$ cat src/rtl/pong_pkg.sv
// Shared constants and debounce state encoding for the pong input conditioner.
package pong_pkg;

  localparam int unsigned DebounceCyclesDefault = 250000;  // 10 ms at 25 MHz

  localparam int unsigned NumButtons = 5;
  localparam int unsigned BtnP2Down  = 0;
  localparam int unsigned BtnP2Up    = 1;
  localparam int unsigned BtnP1Down  = 2;
  localparam int unsigned BtnP1Up    = 3;
  localparam int unsigned BtnStart   = 4;

  typedef enum logic [1:0] {
    StableLow  = 2'd0,
    RiseCheck  = 2'd1,
    StableHigh = 2'd2,
    FallCheck  = 2'd3
  } deb_state_e;

  // The accepted level only drops once a fall check completes.
  function automatic logic level_of(deb_state_e state);
    return (state == StableHigh) || (state == FallCheck);
  endfunction

endpackage

$ cat src/rtl/pong_debounce.sv
// One button channel: optional inversion, two-flop synchronizer and debounce FSM.
module pong_debounce
  import pong_pkg::*;
#(
  parameter int unsigned DEBOUNCE_CYCLES = DebounceCyclesDefault,
  parameter bit          ACTIVE_LOW      = 1'b0
) (
  input  logic clock,
  input  logic reset_n,
  input  logic i_raw,
  output logic o_level
);

  localparam int unsigned     CntW    = $clog2(DEBOUNCE_CYCLES);
  localparam logic [CntW-1:0] CntLast = CntW'(DEBOUNCE_CYCLES - 1);

  logic            w_raw;
  logic            r_sync1;
  logic            r_sync2;
  deb_state_e      r_state;
  deb_state_e      w_state_d;
  logic [CntW-1:0] r_cnt;
  logic [CntW-1:0] w_cnt_d;

  assign w_raw = i_raw ^ ACTIVE_LOW;

  always_ff @(posedge clock or negedge reset_n) begin
    if (!reset_n) begin
      r_sync1 <= 1'b0;
      r_sync2 <= 1'b0;
      r_state <= StableLow;
      r_cnt   <= '0;
    end else begin
      r_sync1 <= w_raw;
      r_sync2 <= r_sync1;
      r_state <= w_state_d;
      r_cnt   <= w_cnt_d;
    end
  end

  // Counter clears on every check entry and exit, so it never wraps.
  always_comb begin
    w_state_d = r_state;
    w_cnt_d   = r_cnt;
    unique case (r_state)
      StableLow: begin
        if (r_sync2) begin
          w_state_d = RiseCheck;
          w_cnt_d   = '0;
        end
      end
      RiseCheck: begin
        if (!r_sync2) begin
          w_state_d = StableLow;
          w_cnt_d   = '0;
        end else if (r_cnt == CntLast) begin
          w_state_d = StableHigh;
          w_cnt_d   = '0;
        end else begin
          w_cnt_d = r_cnt + 1'b1;
        end
      end
      StableHigh: begin
        if (!r_sync2) begin
          w_state_d = FallCheck;
          w_cnt_d   = '0;
        end
      end
      FallCheck: begin
        if (r_sync2) begin
          w_state_d = StableHigh;
          w_cnt_d   = '0;
        end else if (r_cnt == CntLast) begin
          w_state_d = StableLow;
          w_cnt_d   = '0;
        end else begin
          w_cnt_d = r_cnt + 1'b1;
        end
      end
    endcase
  end

  assign o_level = level_of(r_state);

endmodule

$ cat src/rtl/pong_input_conditioner.sv
// Debounces the five pong buttons, pulses start once per press, filters paddle conflicts.
module pong_input_conditioner
  import pong_pkg::*;
#(
  parameter int unsigned DEBOUNCE_CYCLES   = DebounceCyclesDefault,
  parameter bit          BUTTON_ACTIVE_LOW = 1'b0
) (
  input  logic clock,
  input  logic reset_n,
  input  logic raw_start,
  input  logic raw_p1_up,
  input  logic raw_p1_down,
  input  logic raw_p2_up,
  input  logic raw_p2_down,
  output logic start,
  output logic p1_up,
  output logic p1_down,
  output logic p2_up,
  output logic p2_down
);

  logic [NumButtons-1:0] w_raw;
  logic [NumButtons-1:0] w_level;

  logic r_start_prev;
  logic r_start;
  logic r_p1_up;
  logic r_p1_down;
  logic r_p2_up;
  logic r_p2_down;

  assign w_raw = {raw_start, raw_p1_up, raw_p1_down, raw_p2_up, raw_p2_down};

  for (genvar i = 0; i < NumButtons; i++) begin : g_btn
    pong_debounce #(
      .DEBOUNCE_CYCLES(DEBOUNCE_CYCLES),
      .ACTIVE_LOW     (BUTTON_ACTIVE_LOW)
    ) u_debounce (
      .clock  (clock),
      .reset_n(reset_n),
      .i_raw  (w_raw[i]),
      .o_level(w_level[i])
    );
  end

  // Pressing both directions of one paddle cancels that paddle's movement.
  always_ff @(posedge clock or negedge reset_n) begin
    if (!reset_n) begin
      r_start_prev <= 1'b0;
      r_start      <= 1'b0;
      r_p1_up      <= 1'b0;
      r_p1_down    <= 1'b0;
      r_p2_up      <= 1'b0;
      r_p2_down    <= 1'b0;
    end else begin
      r_start_prev <= w_level[BtnStart];
      r_start      <= w_level[BtnStart] & ~r_start_prev;
      r_p1_up      <= w_level[BtnP1Up] & ~w_level[BtnP1Down];
      r_p1_down    <= w_level[BtnP1Down] & ~w_level[BtnP1Up];
      r_p2_up      <= w_level[BtnP2Up] & ~w_level[BtnP2Down];
      r_p2_down    <= w_level[BtnP2Down] & ~w_level[BtnP2Up];
    end
  end

  assign start   = r_start;
  assign p1_up   = r_p1_up;
  assign p1_down = r_p1_down;
  assign p2_up   = r_p2_up;
  assign p2_down = r_p2_down;

endmodule

$ cat config.mk
export PLATFORM = sky130hd
export DESIGN_NAME = pong_input_conditioner
export DESIGN_NICKNAME = d
export VERILOG_FILES = /design/src/rtl/pong_pkg.sv /design/src/rtl/pong_debounce.sv /design/src/rtl/pong_input_conditioner.sv
export SDC_FILE = /design/constraint.sdc
export NUM_CORES = 1
export LEC_CHECK = 0
export ABC_AREA = 1
export CORE_AREA = 2 2 107 109
export CTS_BUF_LIST = sky130_fd_sc_hd__clkbuf_16
export DETAILED_ROUTE_END_ITERATION = 10
export DIE_AREA = 0 0 109 111
export DONT_BUFFER_PORTS = 1
export GPL_TIMING_DRIVEN = 0
export PLACE_DENSITY = 0.76
export SETUP_SLACK_MARGIN = 0.02
export SYNTH_ARGS = -nofsm -noshare
export SYNTH_HDL_FRONTEND = slang
export SYNTH_SLANG_ARGS = --single-unit
$ cat constraint.sdc
create_clock -name clock -period 1.3 [get_ports clock]
set_input_delay 0.195 -clock clock [delete_from_list [all_inputs] [get_ports clock]]
set_output_delay 0.195 -clock clock [all_outputs]
set_load 0.01 [all_outputs]
Yosys cells after proc, flatten, opt, wreduce, memory -nomap -nowiden
Index checks and enable logic that the tools add are counted.

word-level totals
  flip-flop bits (word level) = 116
  input port bits = 7
  output and inout port bits = 5
  logic and storage cells = 166

operators by class
  $add $sub $neg = 5
  equal/unequal tests = 40
  multiplexer cells = 65
  bitwise operators = 10
  reductions and logical operators = 20

operator list
  cell                   number
  $mux 18                25
  $pmux 18 s4            5
  $add 18x1->18 const B  5
  $eq 18x18->1 const B   5
  $mux 2                 30
  $pmux 2 s4             5
  $eq 2x2->1 const B     10
  $reduce_and 4->1       5
  $ne 3x1->1 const B     5
  $ne 3x3->1 const B     5
  $eq 2x1->1 const B     5
  $logic_not 2->1        5
  $ne 2x1->1 const B     5
  $ne 2x2->1 const B     5
  $reduce_and 2->1       5
  $and 1x1->1            5
  $logic_or 1x1->1       5
  $not 1->1              5

Longest topological paths before layout
Gate-level depths: netlist (run 1).

  depth after elaboration = 4
  gate-level depth with buffers = 11
  gate-level depth less buffers = 10

Modules after synthesis
From an unflattened synthesis (run 1), not the netlist that was laid out.

unflattened totals
  cell total of the unflattened synthesis = 887
  area total of the unflattened synthesis = 6922.9 sq um

by module, submodules not included
  module                                   instances  cells an instance  area an instance (sq um)  sequential area each (sq um)
  pong_debounce (g_btn[0].u_debounce ...)  4          169                1343.8                    550.5
  pong_debounce (g_btn[4].u_debounce)      1          195                1360.1                    550.5
  pong_input_conditioner                   1          16                 187.7                     150.1

Worst setup path after synthesis (run 1)
No wires, ideal clock.

  path type = flip-flop to flip-flop
  start = register g_btn[1].u_debounce.r_cnt[0]
  end = register g_btn[1].u_debounce.r_cnt[14]
  setup time = 0.128 ns
  data arrival time = 1.275 ns
  required time = 1.172 ns
  setup slack = -0.103 ns
  stages on the path, launching flop included = 10
  buffers on the path = 1
  period minus slack after synthesis = 1.403 ns
  path through = dfrtp_1 ha_1 nand2_2 nor2_4 inv_2 nor2_2 nand2_2 nand2_4 buf_6 o22ai_1

on the way
  word-level cells in the longest chain between the ends = 4
  elaborated cells between the ends (all ways) = 6
  classes of those cells = add/sub (1); eq/ne (1); mux (4)

RTL lines
  item                                           line                                      RTL
  start: declaration                             pong_debounce.sv:22                       logic [CntW-1:0] r_cnt;
  start signal: assignment                       pong_debounce.sv:37                       r_cnt <= w_cnt_d;
  $add 18x1->18 or $eq 18x18->1 (tied branches)  -
  $mux 18 (*)                                    pong_debounce.sv:56, pong_debounce.sv:73
  $mux 18 (on tied branches)                     pong_debounce.sv:70, pong_debounce.sv:53
  $pmux 18 s4 (*)                                pong_debounce.sv:45                       unique case (r_state)

Mark *: on every way between the ends. The rest lies on a longest branch, timed or not.
A chain may end at the register's enable or synchronous reset.

==> results of run 1 <==
routing by layer:
metal  up-vias  wire length, um  global-route usage, %
met5         -                0                      0
met4         0              684                   14.9
met3        59              812                   6.76
met2       218             9130                   44.9
met1      2886             6940                   33.0
li1       2791                -                      -
where the power goes:
part / internal, mW / switching (mW)
registers: 4.03 / 0.464
logic: 2.31 / 3.14
clock network: 2.59 / 1.71
flip-flops by register name, summed over array words and instances, names as in the netlist, named ones only:
signal,flops
g_btn.u_debounce.r_state,5
g_btn.u_debounce.r_cnt,90
start,1
g_btn.u_debounce.r_sync1,5
p1_down,1
p2_up,1
p1_up,1
g_btn.u_debounce.r_sync2,5
r_start_prev,1
p2_down,1
path summary, 6_finish.rpt:
path | endpoint | slack (ns) | depth (start not counted)
max | flop | -0.30 | 11
min | g_btn[2].u_debounce.r_cnt[7] | -0.54 | 0
max reg2reg | flop | -0.30 | 11
min reg2reg | g_btn[1].u_debounce.r_sync2 | 0.35 | 0
max in group asynchronous | g_btn[1].u_debounce.r_cnt[14] | 1.64 | 0
min in group clock | g_btn[4].u_debounce.r_sync1 | 0.32 | 1
cell type report:
cell class	instances	area, um^2	area share (%)
multi-input combinational	573	3790	43.5
buffer	12	129	1.48
tap	143	179	2.05
timing repair buffer	74	708	8.13
inverter	111	459	5.27
clock inverter	15	118	1.35
clock buffer	17	425	4.88
sequential	116	2910	33.4
cell families after synthesis:
group / count (synthesis)
adder cells (fa/ha/maj): 5
AND/OR/NAND/NOR: 467
AO/OA/AOI/OAI: 73
XOR/XNOR: 28
flip-flops: 116
buffers and inverters: 123
critical path: cells and delay by family, from the launching register on:
family	cells	cell delay, ns
adder cells (fa/ha/maj)	1	0.21
buffers and inverters	2	0.23
flip-flops	1	0.39
AND/OR/NAND/NOR	8	0.67
placed cells by master, fill, tap and decap left out, types with 12 or more instances in the layout:
cell and n:
nand3_1 33, nand3_2 34, inv_2 17, nor2_2 17
clkbuf_16 18, nand4_1 22, nor2_4 21, xor2_1 18
nand2_1 187, o21bai_1 13, o22ai_2 15, buf_4 44
nand2_4 16, inv_1 86, buf_6 24, dfrtp_1 112
nand2_2 37, o21ai_2 12, nand3_4 12, nor2_1 68
stage by stage:
stage	power [mW]	util [%]	instance area, um^2	setup TNS [ns]	instances
2_1_floorplan	6.38	-	6380	-1.92	812
3_3_place_gp	6.93	59.2	6560	-12.45	955
3_5_place_dp	7.03	59.2	6560	-14.33	955
4_1_cts	13.1	72.7	8050	-10.80	1036
5_1_grt	14.9	78.7	8710	-25.80	1061
6_report	14.2	78.7	8710	-18.08	1061
timing repair:
item / CTS / global route
hold endpoints to repair: 121 / 116
pin swaps: 42 / 50
buffers inserted: 39 / 31
gates cloned: 5 / 1
endpoints found under the setup margin: 98 / 100
resized for setup: 143 / 127
==> reports/qor.yml, run 1 <==
drt:
  drtIter0Drc: 551
  ant_nets: 0
  drt_first_pass_iters: 7
  drc_errors: 0
  vias_per_cell: 5.61
  vias: 5954
  wl_um: 17600
  wire_per_inst_um: 16.6
floorplanning:
  core_area_mm2: 0.0111
  rows: 39
  io_pins: 12
  die_width_um: 109
  die_y_um: 111
  dieArea_mm2: 0.0121
  initial_core_util_pct: 56.4
critical_path:
  worstSetupEndpointType: "flop"
  max_stage_delay_ns: 0.39
  cp_common_cell: "nand2_1"
  cpMaxStageDelayCell: "dfrtp_1"
  timing.rr.start: "g_btn[2].u_debounce.r_cnt[1]"
  crit_chain: "ha_2 -> nand2_2 -> inv_2 -> nand2_2 -> nor2_1 -> nand2_1 -> nand2_4 -> buf_8 -> nand3_2 -> nand2_1 -> nand2_1"
  startpoint_type: "flop"
  worstPathRequired_ns: 1.62
  path_class: "reg -> reg"
  path_max_fanout: 6
  worstPathArrival_ns: 1.91
  crit_start: "g_btn[2].u_debounce.r_cnt[1]"
worst_hold_path:
  min_path_type: "in -> async"
timing:
  maxSlewHeadroom_pct: 69.5
  rsz0062_at_grt: "yes"
  fin_skew_ns: 0.0105
  timing.hold.ws_ns: -0.541
  post-route-period-util_pct: 123
  fmax_mhz: 626
  tightest_slew_ns: 0.455
  setup_slack_ns: -0.298
  hold_viol: 116
  drv_slew: 0
  period_minus_slack_ns: 1.60
  finalSetupViolCount: 100
cts:
  path_clk_slew_ns: 0.06
  clock-sinks: 116
  cts_hold_buf: 5
  numCtsBuffers: 17
  cts.path.max_buffers: 2
  cts_tree: "built"
  insertion_delay_ns: 0.43
  cts-root-buf: "clkbuf_16"
  htree_levels: 4
synthesis:
  synth_cells: 812
  synth_commonest_cells: "232 x nand2_1, 116 x dfrtp_1, 98 x inv_1"
  synth-compound-area-share_pct: 6.86
  yosysTopAreaCell: "dfrtp_1"
  muxShareOfSynthArea_pct: 0
  yosys-top-cells-area: "dfrtp_1 47%, nand2_1 14%, inv_1 5.9%, nand3_1 5.7%, nor2_1 5.5%"
  synth_xor_area_share_pct: 3.93
  synth-simple-area-share_pct: 33.7
  ys_ff_latch: 116
  synth_fp_nets: 824
  async_flop_share_pct: 100
  yosysWarnings: 0
  synth_top_family_by_area: "simple AND/OR/NAND/NOR gates"
  synth.distinct_cells: 34
  synth_edf_count: 0
  syn-mean-instance-area_um2: 7.69
  ys_seq_area_share_pct: 46.5
  netlist.area_leader.share_pct: 46.5
  synth_fa_ha_area_share_pct: 1.00
  post-synth-top-count-cell: "nand2_1"
  synth_flop_cell: "dfrtp_1"
  syn_area_mm2: 0.00624
power:
  ir_drop_uv: 1800
  powerDensity_mw_per_mm2: 1640
  p_leak_nw: 3.95
placed_design:
  port_buffers: 0
  detailedPlacementHpwl_um: 8580
  pre_cts_ws_ns: -0.290
  place_congestion: 0.886
grt:
  antenna_found_initial: 0
  grt_pass1_wl_um: 26200
  grt_overflow: 0
  globalRouteTotalUtil_pct: 27.5
  grt_pass1_vias: 5767
  grt_max_degree: 117
layout:
  fin_nets: 917
  fillers: 609
  drive_above_1_share_pct: 36.5
  num_antenna_cells: 0
  area_growth_pct: 39.6
run_status:
  violations: "negative hold slack, negative setup slack"
  status: "complete, but fails checks"
flow_run:
  cap_violations: 0
(Power assumes the default switching activity.)
==> inputs of run 2 (changes only) <==
--- a/config.mk
+++ b/config.mk
@@ -13,7 +13,6 @@
 export DONT_BUFFER_PORTS = 1
 export GPL_TIMING_DRIVEN = 0
 export PLACE_DENSITY = 0.76
-export SETUP_SLACK_MARGIN = 0.02
 export SYNTH_ARGS = -nofsm -noshare
 export SYNTH_HDL_FRONTEND = slang
 export SYNTH_SLANG_ARGS = --single-unit
==> run 2 against run 1 <==
  * The flow still finishes with violations (negative hold slack, negative setup slack)
  * Combinational power fell by 5.1%
  * Non-clock buffer count rose by 13
  * Worst hold slack better by 0.014 ns
  * Clock power rose by 5.1%
  * Clock skew down 0.0017 ns
  * Die area is the same
  * Cell area up 0.95%
  * Largest power group unchanged
  * Sequential share of layout area shrank 0.20 points
  * Largest cell class unchanged
==> reports/qor.yml, run 2 (synthesized netlist as in run 1, its figures left out) <==
drt:
  ant_nets: 0  # unchanged
  wl_um: 19000  # +7.9%
  vias: 6243  # +4.9%
  drc_errors: 0  # unchanged
  drtIter0Drc: 597  # +8.3%
  vias_per_cell: 5.81  # +3.6%
  wire_per_inst_um: 17.6  # +6.6%
  drt_first_pass_iters: 5  # -2
critical_path:
  path_class: "reg -> reg"
  r2r_cells: 9  # -2
  startpoint_type: "flop"
  worstPathArrival_ns: 1.95  # +0.04 ns
  path_max_fanout: 4  # -2
  worstPathRequired_ns: 1.61  # about the same
  worstSetupEndpointType: "flop"
cts:
  htree_levels: 4  # unchanged
  insertion_delay_ns: 0.42  # about the same
  cts_tree: "built"
  clock-sinks: 116  # unchanged
  cts_hold_buf: 5  # unchanged
  path_clk_slew_ns: 0.06  # about the same
  numCtsBuffers: 17  # unchanged
  cts.path.max_buffers: 2  # unchanged
  cts-root-buf: "clkbuf_16"
placed_design:
  port_buffers: 0  # unchanged
  place_congestion: 0.931  # +5.1%
  detailedPlacementHpwl_um: 8900  # +3.7%
grt:
  antenna_found_initial: 0  # unchanged
  globalRouteTotalUtil_pct: 27.5  # +0.035 points
  grt_pass1_vias: 5793  # +0.45%
  grt_pass1_wl_um: 26300  # +0.53%
  grt_overflow: 0  # unchanged
  grt_max_degree: 117  # unchanged
power:
  power.internal_mw: 9.00  # +0.81%
  power_frac_comb_pct: 36.4  # -1.9 points
  ir_drop_uv: 1140  # -37%
  power.share.clock_pct: 31.8  # +1.6 points
  finalPower_mw: 14.2  # -0.46%
  p_leak_nw: 3.97  # +0.40%
  p_sw_mw: 5.18  # -2.6%
  netSwitchingFraction_pct: 36.6  # -0.80 points
  seq_power_share_pct: 31.7  # about the same
  powerDensity_mw_per_mm2: 1610  # -1.4%
timing:
  fmax_mhz: 607  # -3.1%
  maxSlewHeadroom_pct: 70.8  # +1.3 points
  rsz0062_at_grt: "yes"
  hold_viol: 116  # unchanged
  drv_slew: 0  # unchanged
  post-route-period-util_pct: 127  # +3.9 points
  period_minus_slack_ns: 1.65  # +0.0512 ns
  setup_slack_ns: -0.349  # -0.0512 ns
  fin_skew_ns: 0.00881  # -0.00170 ns
  tightest_slew_ns: 0.435  # -0.0196 ns
  timing.hold.ws_ns: -0.527  # +0.0142 ns
  finalSetupViolCount: 100  # unchanged
layout:
  post-route-util_pct: 79.4  # +0.75 points
  area_growth_pct: 40.9
  drive_above_1_share_pct: 39.3  # +2.8 points
  fin_nets: 930  # +1.4%
  num_antenna_cells: 0  # unchanged
  max_flop_register: "g_btn.u_debounce.r_cnt"
  final_cell_mix: "190 x nand2_1, 104 x dfrtp_1, 80 x inv_1"
  largest_reg_flops: 90  # unchanged
  final_common_cell: "nand2_1"
run_status:
  violations: "negative hold slack, negative setup slack"
  status: "complete, but fails checks"
floorplanning:
  core_area_mm2: 0.0111  # unchanged
  die_y_um: 111  # unchanged
  initial_core_util_pct: 56.4  # unchanged
  rows: 39  # unchanged
  die_width_um: 109  # unchanged
  dieArea_mm2: 0.0121  # unchanged
  io_pins: 12  # unchanged
worst_hold_path:
  min_path_type: "in -> async"
flow_run:
  cap_violations: 0  # unchanged
run 2: changes by cell type in the layout (fill, tap and decap cells not counted), moves of 3 or more:
cell,change
inv_2,+3
nand2_1,+3
nor2_1,-6
buf_6,-8
nor2_2,+5
dfrtp_2,+8
buf_4,+23
inv_1,-6
inv_4,+5
o21ai_4,-3
dfrtp_1,-8
run 2: repair_timing:
action	CTS	global route
gates resized for setup	120	153
buffers inserted	39	40
endpoints found under the setup margin	98	100
gates cloned	2	2
hold endpoints to repair	121	116
pin swaps	27	49
run 2: cell type report:
class / count / area [um^2]
Multi-Input combinational cell: 573 / 3750
Sequential cell: 116 / 2920
Fill cell: 585 / 2280
Timing Repair Buffer: 88 / 777
Inverter: 111 / 470
Clock buffer: 17 / 425
Tap cell: 143 / 179
Clock inverter: 15 / 143
Buffer: 11 / 128
run 2: path summary, 6_finish.rpt:
path / start / endpoint / slack [ns]
worst min-delay path: reset_n / g_btn[3].u_debounce.r_cnt[11] / -0.53
min in group clock: raw_start / g_btn[4].u_debounce.r_sync1 / 0.33
worst max-delay path: g_btn[4].u_debounce.r_cnt[0] / g_btn[4].u_debounce.r_cnt[10] / -0.35
max in group asynchronous: reset_n / g_btn[4].u_debounce.r_cnt[2] / 1.64
worst min register to register: g_btn[4].u_debounce.r_sync1 / g_btn[4].u_debounce.r_sync2 / 0.35
worst max register to register: g_btn[4].u_debounce.r_cnt[0] / g_btn[4].u_debounce.r_cnt[10] / -0.35
run 2: through the flow:
step | area [um^2] | setup TNS (ns) | worst slack (ns) | cells | hold WS, ns
floorplan | 6380 | -1.91 | -0.0874 | 812 | -0.101
global placement | 6560 | -12.21 | -0.233 | 955 | -0.0959
detailed placement | 6560 | -15.04 | -0.278 | 955 | -0.0958
CTS | 7910 | -10.28 | -0.180 | 1033 | -0.537
global route | 8790 | -26.04 | -0.399 | 1074 | -0.545
finish | 8790 | -18.75 | -0.349 | 1074 | -0.527
run 2: power by group through the flow:
stage / sequential [mW] / combinational (mW) / clock [mW]
6_report: 4.50 / 5.17 / 4.52
5_1_grt: 4.55 / 5.46 / 4.74
4_1_cts: 4.45 / 3.78 / 4.52
3_5_place_dp: 4.50 / 2.55 / 0
3_3_place_gp: 4.48 / 2.46 / 0
2_1_floorplan: 4.41 / 1.96 / 0
run 2: metal layers:
| metal | share of wire, % | GRT usage, % | up-vias |
|---|---|---|---|
| met5 | 0 | 0 | - |
| met4 | 3.9 | 9.23 | 0 |
| met3 | 6.1 | 7.41 | 87 |
| met2 | 52 | 46.2 | 304 |
| met1 | 38 | 34.1 | 3040 |
| li1 | - | - | 2812 |
run 2: worst max-delay path, stage by stage, from the launching register on:
cell and delay, ns:
dfrtp_1 0.42, ha_4 0.18, nand3_4 0.13, buf_4 0.17
nor2_4 0.09, nand2_2 0.08, nor3_2 0.18, nand2_1 0.10
o21ai_1 0.11, nor2_1 0.06
==> inputs of run 3 (changes only) <==
==> constraint.sdc (replaced) <==
create_clock -name clock -period 1.4 [get_ports clock]
set_input_delay 0.21 -clock clock [delete_from_list [all_inputs] [get_ports clock]]
set_output_delay 0.21 -clock clock [all_outputs]
set_load 0.01 [all_outputs]
==> run 3 against run 2 <==
  * The run still ends with negative hold slack, negative setup slack left
  * Global-route usage fell by 1.6 points
  * Count of clock-buffer cells in the layout did not move
  * Utilization fell by 2.4 points
  * Non-clock buffer count down 13
  * Clock power decreased by 2%
  * Cell area shrank 3.0%
  * Wire length is 7.4% lower
  * Critical path depth shrank 1
==> reports/qor.yml, run 3 (synthesized netlist as in run 1, its figures left out) <==
layout:
  fillers: 649  # +11%
  final_cell_mix: "197 x nand2_1, 108 x dfrtp_1, 89 x inv_1"
  drive_above_1_share_pct: 33.0  # -6.3 points
  largest_reg_flops: 90  # unchanged
  seqCellArea_mm2: 0.00291  # -0.17%
  area_growth_pct: 36.7
  max_flop_register: "g_btn.u_debounce.r_cnt"
  multi_input_area_mm2: 0.00362  # -3.6%
  fin_nets: 917  # -1.4%
  final_common_cell: "nand2_1"
critical_path:
  worstPathArrival_ns: 1.86  # -0.09 ns
  startpoint_type: "flop"
  worstSetupEndpointType: "flop"
  path_max_fanout: 6  # +2
  worstPathRequired_ns: 1.69  # +0.08 ns
  path_class: "reg -> reg"
timing:
  setup_slack_ns: -0.162  # +0.186 ns
  fin_skew_ns: 0.00778  # -0.00103 ns
  rsz0062_at_grt: "yes"
  drv_slew: 0  # unchanged
  tightest_slew_ns: 0.500  # +0.0647 ns
  fmax_mhz: 640  # +5.5%
  post-route-period-util_pct: 112  # -15 points
  finalSetupViolCount: 86  # -14%
  hold_viol: 116  # unchanged
  maxSlewHeadroom_pct: 66.4  # -4.3 points
  period_minus_slack_ns: 1.56  # -0.0863 ns
  timing.hold.ws_ns: -0.512  # +0.0148 ns
grt:
  grt_max_degree: 117  # unchanged
  grt_pass1_wl_um: 24800  # -5.9%
  grt_overflow: 0  # unchanged
  globalRouteTotalUtil_pct: 26.0  # -1.6 points
  grt_pass1_vias: 5719  # -1.3%
  antenna_found_initial: 1  # +1
run_status:
  status: "complete, but fails checks"
  violations: "negative hold slack, negative setup slack"
power:
  power.share.clock_pct: 33.8  # +2.0 points
  power_frac_comb_pct: 34.3  # -2.1 points
  powerDensity_mw_per_mm2: 1530  # -4.9%
  seq_power_share_pct: 31.9  # +0.2 points
  p_leak_nw: 3.89  # -1.8%
  p_sw_mw: 4.58  # -12%
  netSwitchingFraction_pct: 35.0  # -1.5 points
  finalPower_mw: 13.1  # -7.7%
  power.internal_mw: 8.51  # -5.5%
  ir_drop_uv: 1130  # -0.52%
placed_design:
  place_congestion: 0.910  # -2.3%
  detailedPlacementHpwl_um: 8760  # -1.6%
  pre_cts_ws_ns: -0.219  # +0.0594 ns
  port_buffers: 0  # unchanged
worst_hold_path:
  min_path_type: "in -> async"
cts:
  clock-sinks: 116  # unchanged
  numCtsBuffers: 17  # unchanged
  cts_hold_buf: 5  # unchanged
  cts-root-buf: "clkbuf_16"
  cts_tree: "built"
  cts.path.max_buffers: 2  # unchanged
  insertion_delay_ns: 0.42  # about the same
  htree_levels: 4  # unchanged
  path_clk_slew_ns: 0.06  # about the same
floorplanning:
  core_area_mm2: 0.0111  # unchanged
  die_y_um: 111  # unchanged
  die_width_um: 109  # unchanged
  io_pins: 12  # unchanged
  rows: 39  # unchanged
  initial_core_util_pct: 56.4  # unchanged
  dieArea_mm2: 0.0121  # unchanged
drt:
  wl_um: 17600  # -7.4%
  drc_errors: 0  # unchanged
  vias_per_cell: 5.70  # -2.0%
  ant_nets: 0  # unchanged
  drtIter0Drc: 436  # -27%
  wire_per_inst_um: 16.5  # -6.2%
  drt_first_pass_iters: 5  # unchanged
  vias: 6047  # -3.1%
flow_run:
  cap_violations: 0  # unchanged
run 3: power by group through the flow:
stage	clock (mW)	sequential, mW	combinational [mW]
CTS	4.45	4.09	3.27
detailed placement	0	4.16	2.26
finish	4.42	4.17	4.49
floorplan	0	4.08	1.70
global placement	0	4.13	2.18
global route	4.61	4.21	4.72
run 3: worst paths after layout:
path | slack [ns] | end | cells after the start | from
max | -0.16 | g_btn[2].u_debounce.r_cnt[10] | 8 | g_btn[2].u_debounce.r_cnt[0]
min | -0.51 | g_btn[3].u_debounce.r_cnt[8] | 0 | reset_n
max reg2reg | -0.16 | g_btn[2].u_debounce.r_cnt[10] | 8 | g_btn[2].u_debounce.r_cnt[0]
min reg2reg | 0.35 | g_btn[4].u_debounce.r_sync2 | 0 | g_btn[4].u_debounce.r_sync1
max in group asynchronous | 1.70 | g_btn[4].u_debounce.r_cnt[3] | 0 | reset_n
min in group clock | 0.35 | g_btn[4].u_debounce.r_sync2 | 0 | g_btn[4].u_debounce.r_sync1
run 3: critical path, cell delays in order (launching register included):
cell     delay, ns
dfrtp_1       0.38
ha_2          0.20
nand2_2       0.06
inv_2         0.10
nand3_4       0.11
nor2_4        0.23
buf_6         0.13
xor2_1        0.15
o22ai_1       0.08
run 3: per-layer routing:
layer / vias to the layer above / share of wire [%] / wire length, um / global-route usage (%)
met5: - / 0 / 0 / 0
met4: 0 / 3.7 / 648 / 12.1
met3: 75 / 6.1 / 1070 / 6.58
met2: 283 / 51 / 9010 / 42.7
met1: 2897 / 39 / 6820 / 31.7
li1: 2792 / - / - / -
run 3: final cells by class:
type	instances	share of cell area [%]
Timing Repair Buffer	74	7.45
Inverter	111	5.38
Antenna cell	1	0.0293
Sequential cell	116	34.1
Clock buffer	17	4.99
Multi-Input combinational cell	573	42.4
Tap cell	143	2.10
Buffer	12	1.47
Clock inverter	14	2.01
run 3: timing repair:
item | in CTS | in global routing
setup endpoints to repair | 92 | 98
cloned | 4 | 2
pin swaps | 31 | 58
gates resized for setup | 97 | 159
buffers inserted | 34 | 32
hold endpoints to repair | 121 | 116
run 3: metrics by stage:
stage	instance area (um^2)	utilization (%)	std cells	TNS [ns]
after floorplan	6240	-	812	0
after global placement	6420	58.0	955	-9.04
after detailed placement	6420	58.0	955	-12.25
after CTS	7680	69.3	1029	-2.32
after global routing	8530	77.0	1061	-13.50
final	8530	77.0	1061	-7.08
==> patch, RTL diff (settings of run 2) <==
Remove the register `r_p2_down`: a continuous assignment takes its place, so the output `p2_down` follows one clock earlier.
--- a/src/rtl/pong_input_conditioner.sv
+++ b/src/rtl/pong_input_conditioner.sv
@@ -53,3 +53,2 @@
       r_p2_up      <= 1'b0;
-      r_p2_down    <= 1'b0;
     end else begin
@@ -60,5 +59,6 @@
       r_p2_up      <= w_level[BtnP2Up] & ~w_level[BtnP2Down];
-      r_p2_down    <= w_level[BtnP2Down] & ~w_level[BtnP2Up];
     end
   end
+
+  assign r_p2_down = w_level[BtnP2Down] & ~w_level[BtnP2Up];
 
Formal check against the unedited RTL: no difference found for any inputs over 10 cycles, from zero or initial values and one cycle with reset_n low; that may be too few to reach the edited logic, so the function may still have changed.
==> patch against run 2 <==
Setup slack gained 9.3 ps; the flow still finishes with violations (negative hold slack, negative setup slack); synthesized cell count shrank 0.12%; hold slack lost 21 ps; routed wire length shrank 0.45%; sequential cell count shrank 1; final area shrank 0.20%; critical path type unchanged; critical path depth is the same; synthesized area shrank 0.40%; sequential power shrank 1%; highest routed layer unchanged; power grew 6.7%.
==> patch: results (changes against run 2) <==
| Metric | Value |
|---|---|
| Ranking of synthesized cells by area | dfrtp_1 46%, nand2_1 14%, inv_1 5.9% |
| Nets | 924 (-0.65%) |
| Final std cells w/o fill | 1068 (-0.56%) |
| Vias | 6171 (-1.2%) |
| DP HPWL | 8810 um (-0.99%) |
| Area of placed instances | 6530 um2 (-0.38%) |
| Fin. Hold Viols | 115 (-0.86%) |
| Worst-Margin Slew | 539 ps (+104 ps) |
| Top cells by count, synth | 232 x nand2_1, 115 x dfrtp_1, 98 x inv_1, 91 x nor2_1, 71 x nand3_1 |
| Status | complete, but fails checks |
| Met2 Resource Use GR | 44.6% (-1.5 points) |
| WL per Instance | 17.7 um (+0.11%) |
| Clk_skew | 12.7 ps (+3.88 ps) |
| Setup ws final | -339 ps (+9.28 ps) |
| Worst setup path start | g_btn[3].u_debounce.r_cnt[5]$_DFFE_PN0P_ |
| Met1 Use GR | 31.9% (-2.2 points) |
| Mean Syn Cell Area | 7.67 um2 (-0.28%) |
| Placement Setup Slack | -248 ps (+30.0 ps) |
| Largest net degree at the start of global routing | 116 (-0.85%) |
| Total CTS buffers | 17 (unchanged) |
| RePlAce Congestion | 0.873 (-6.3%) |
| Met3 Use GR | 7.70% (+0.29 points) |
| Leakage | 3.98 nW (+0.33%) |
| Failing checks | negative hold slack, negative setup slack |
| CP Max Fanout | 5 (+1) |
| Min Hold Slack | -548 ps (-21.3 ps) |
| Synthesized net count | 823 (-0.12%) |
| Vias in the first global route | 5780 (-0.22%) |
| Fill cells | 577 (-1.4%) |
| Layout cell share with drive strength beyond 1 | 36.3% (-3.0 points) |
| Maximum vdd drop | 1.31 mV (+16%) |
| 1st-iter DRT viols | 573 (-4.0%) |
| Final setup violation count | 100 (unchanged) |
| Placed Instances | 954 (-0.10%) |
| Sequential share of the synthesized area | 46.3% (-0.22 points) |
| All-layer global routing usage | 26.9% (-0.66 points) |
-- patch: changes by cell type after synthesis, sizes merged --
cell	run 2	this run
dfrtp	116	115
-- patch: final cells by class --
cell class,instances,area [um2],area share (%)
sequential,115,2890,32.9
timing repair buffer,83,748,8.52
tap,143,179,2.04
clock inverter,15,244,2.78
multi-input combinational,573,3690,42.0
inverter,111,470,5.36
buffer,11,135,1.54
clock buffer,17,425,4.85
-- patch: where the power goes --
part / switching, mW / total, mW / internal (mW)
registers: 0.456 / 4.45 / 3.99
logic: 2.99 / 5.27 / 2.28
clock network: 1.69 / 5.42 / 3.73
total: 5.13 / 15.1 / 10.0
-- patch: kinds of logic (layout without fill, tap and decap cells) --
| family | count (synthesis) | after routing | synth area share [%] |
|---|---|---|---|
| buffers and inverters | 123 | 237 | 8.05 |
| AOI/OAI and AO/OA | 73 | 73 | 6.88 |
| xor gates and xnor gates | 28 | 28 | 3.94 |
| and+or+nand+nor | 467 | 467 | 33.8 |
| adders and majority gates | 5 | 5 | 1.01 |
| DFF | 115 | 115 | 46.3 |
-- patch: final timing paths --
path                                                             end  slack, ps  cells after the start
setup / recovery                                                flop       -340                      9
hold / removal              g_btn[0].u_debounce.r_cnt[3]$_DFFE_PN0P_       -550                      0
setup reg to reg                                                flop       -340                      9
hold reg to reg                g_btn[0].u_debounce.r_sync2$_DFF_PN0_        350                      0
max in group asynchronous  g_btn[0].u_debounce.r_cnt[11]$_DFFE_PN0P_       1570                      0
min in group clock             g_btn[0].u_debounce.r_sync1$_DFF_PN0_        320                      1
-- patch: timing repair --
| item | CTS | global route |
|---|---|---|
| gates cloned | 2 | 2 |
| buffers inserted | 39 | 35 |
| resized for setup | 123 | 128 |
| hold endpoints to repair | 120 | 115 |
| endpoints found under the setup margin | 98 | 101 |
| pin swaps | 40 | 52 |
-- patch: layer usage --
layer	routed length, um	share of wire, %	up-vias
li1	-	-	2800
met1	7020	37	2972
met2	10000	53	316
met3	1090	5.8	83
met4	733	3.9	0
met5	0	0	-
-- patch: worst max-delay path, cell delays in order, from the launching register on --
cell and delay, ps:
dfrtp_1 420, nor2_1 170, nand2_1 130, nor2_4 150, nand3_2 80, nand2_2 130, nand2_4 90, buf_12 150
o21ai_2 120, nand2_1 60
-- patch: stage by stage --
stage | hold slack [ps] | utilization, % | TNS, ps
global route | -557 | 79.2 | -28210
CTS | -549 | 72.2 | -10110
detailed placement | -97.9 | 59.0 | -14520
floorplan | -101 | - | -1910
global placement | -97.8 | 59.0 | -11850
finish | -548 | 79.2 | -19660
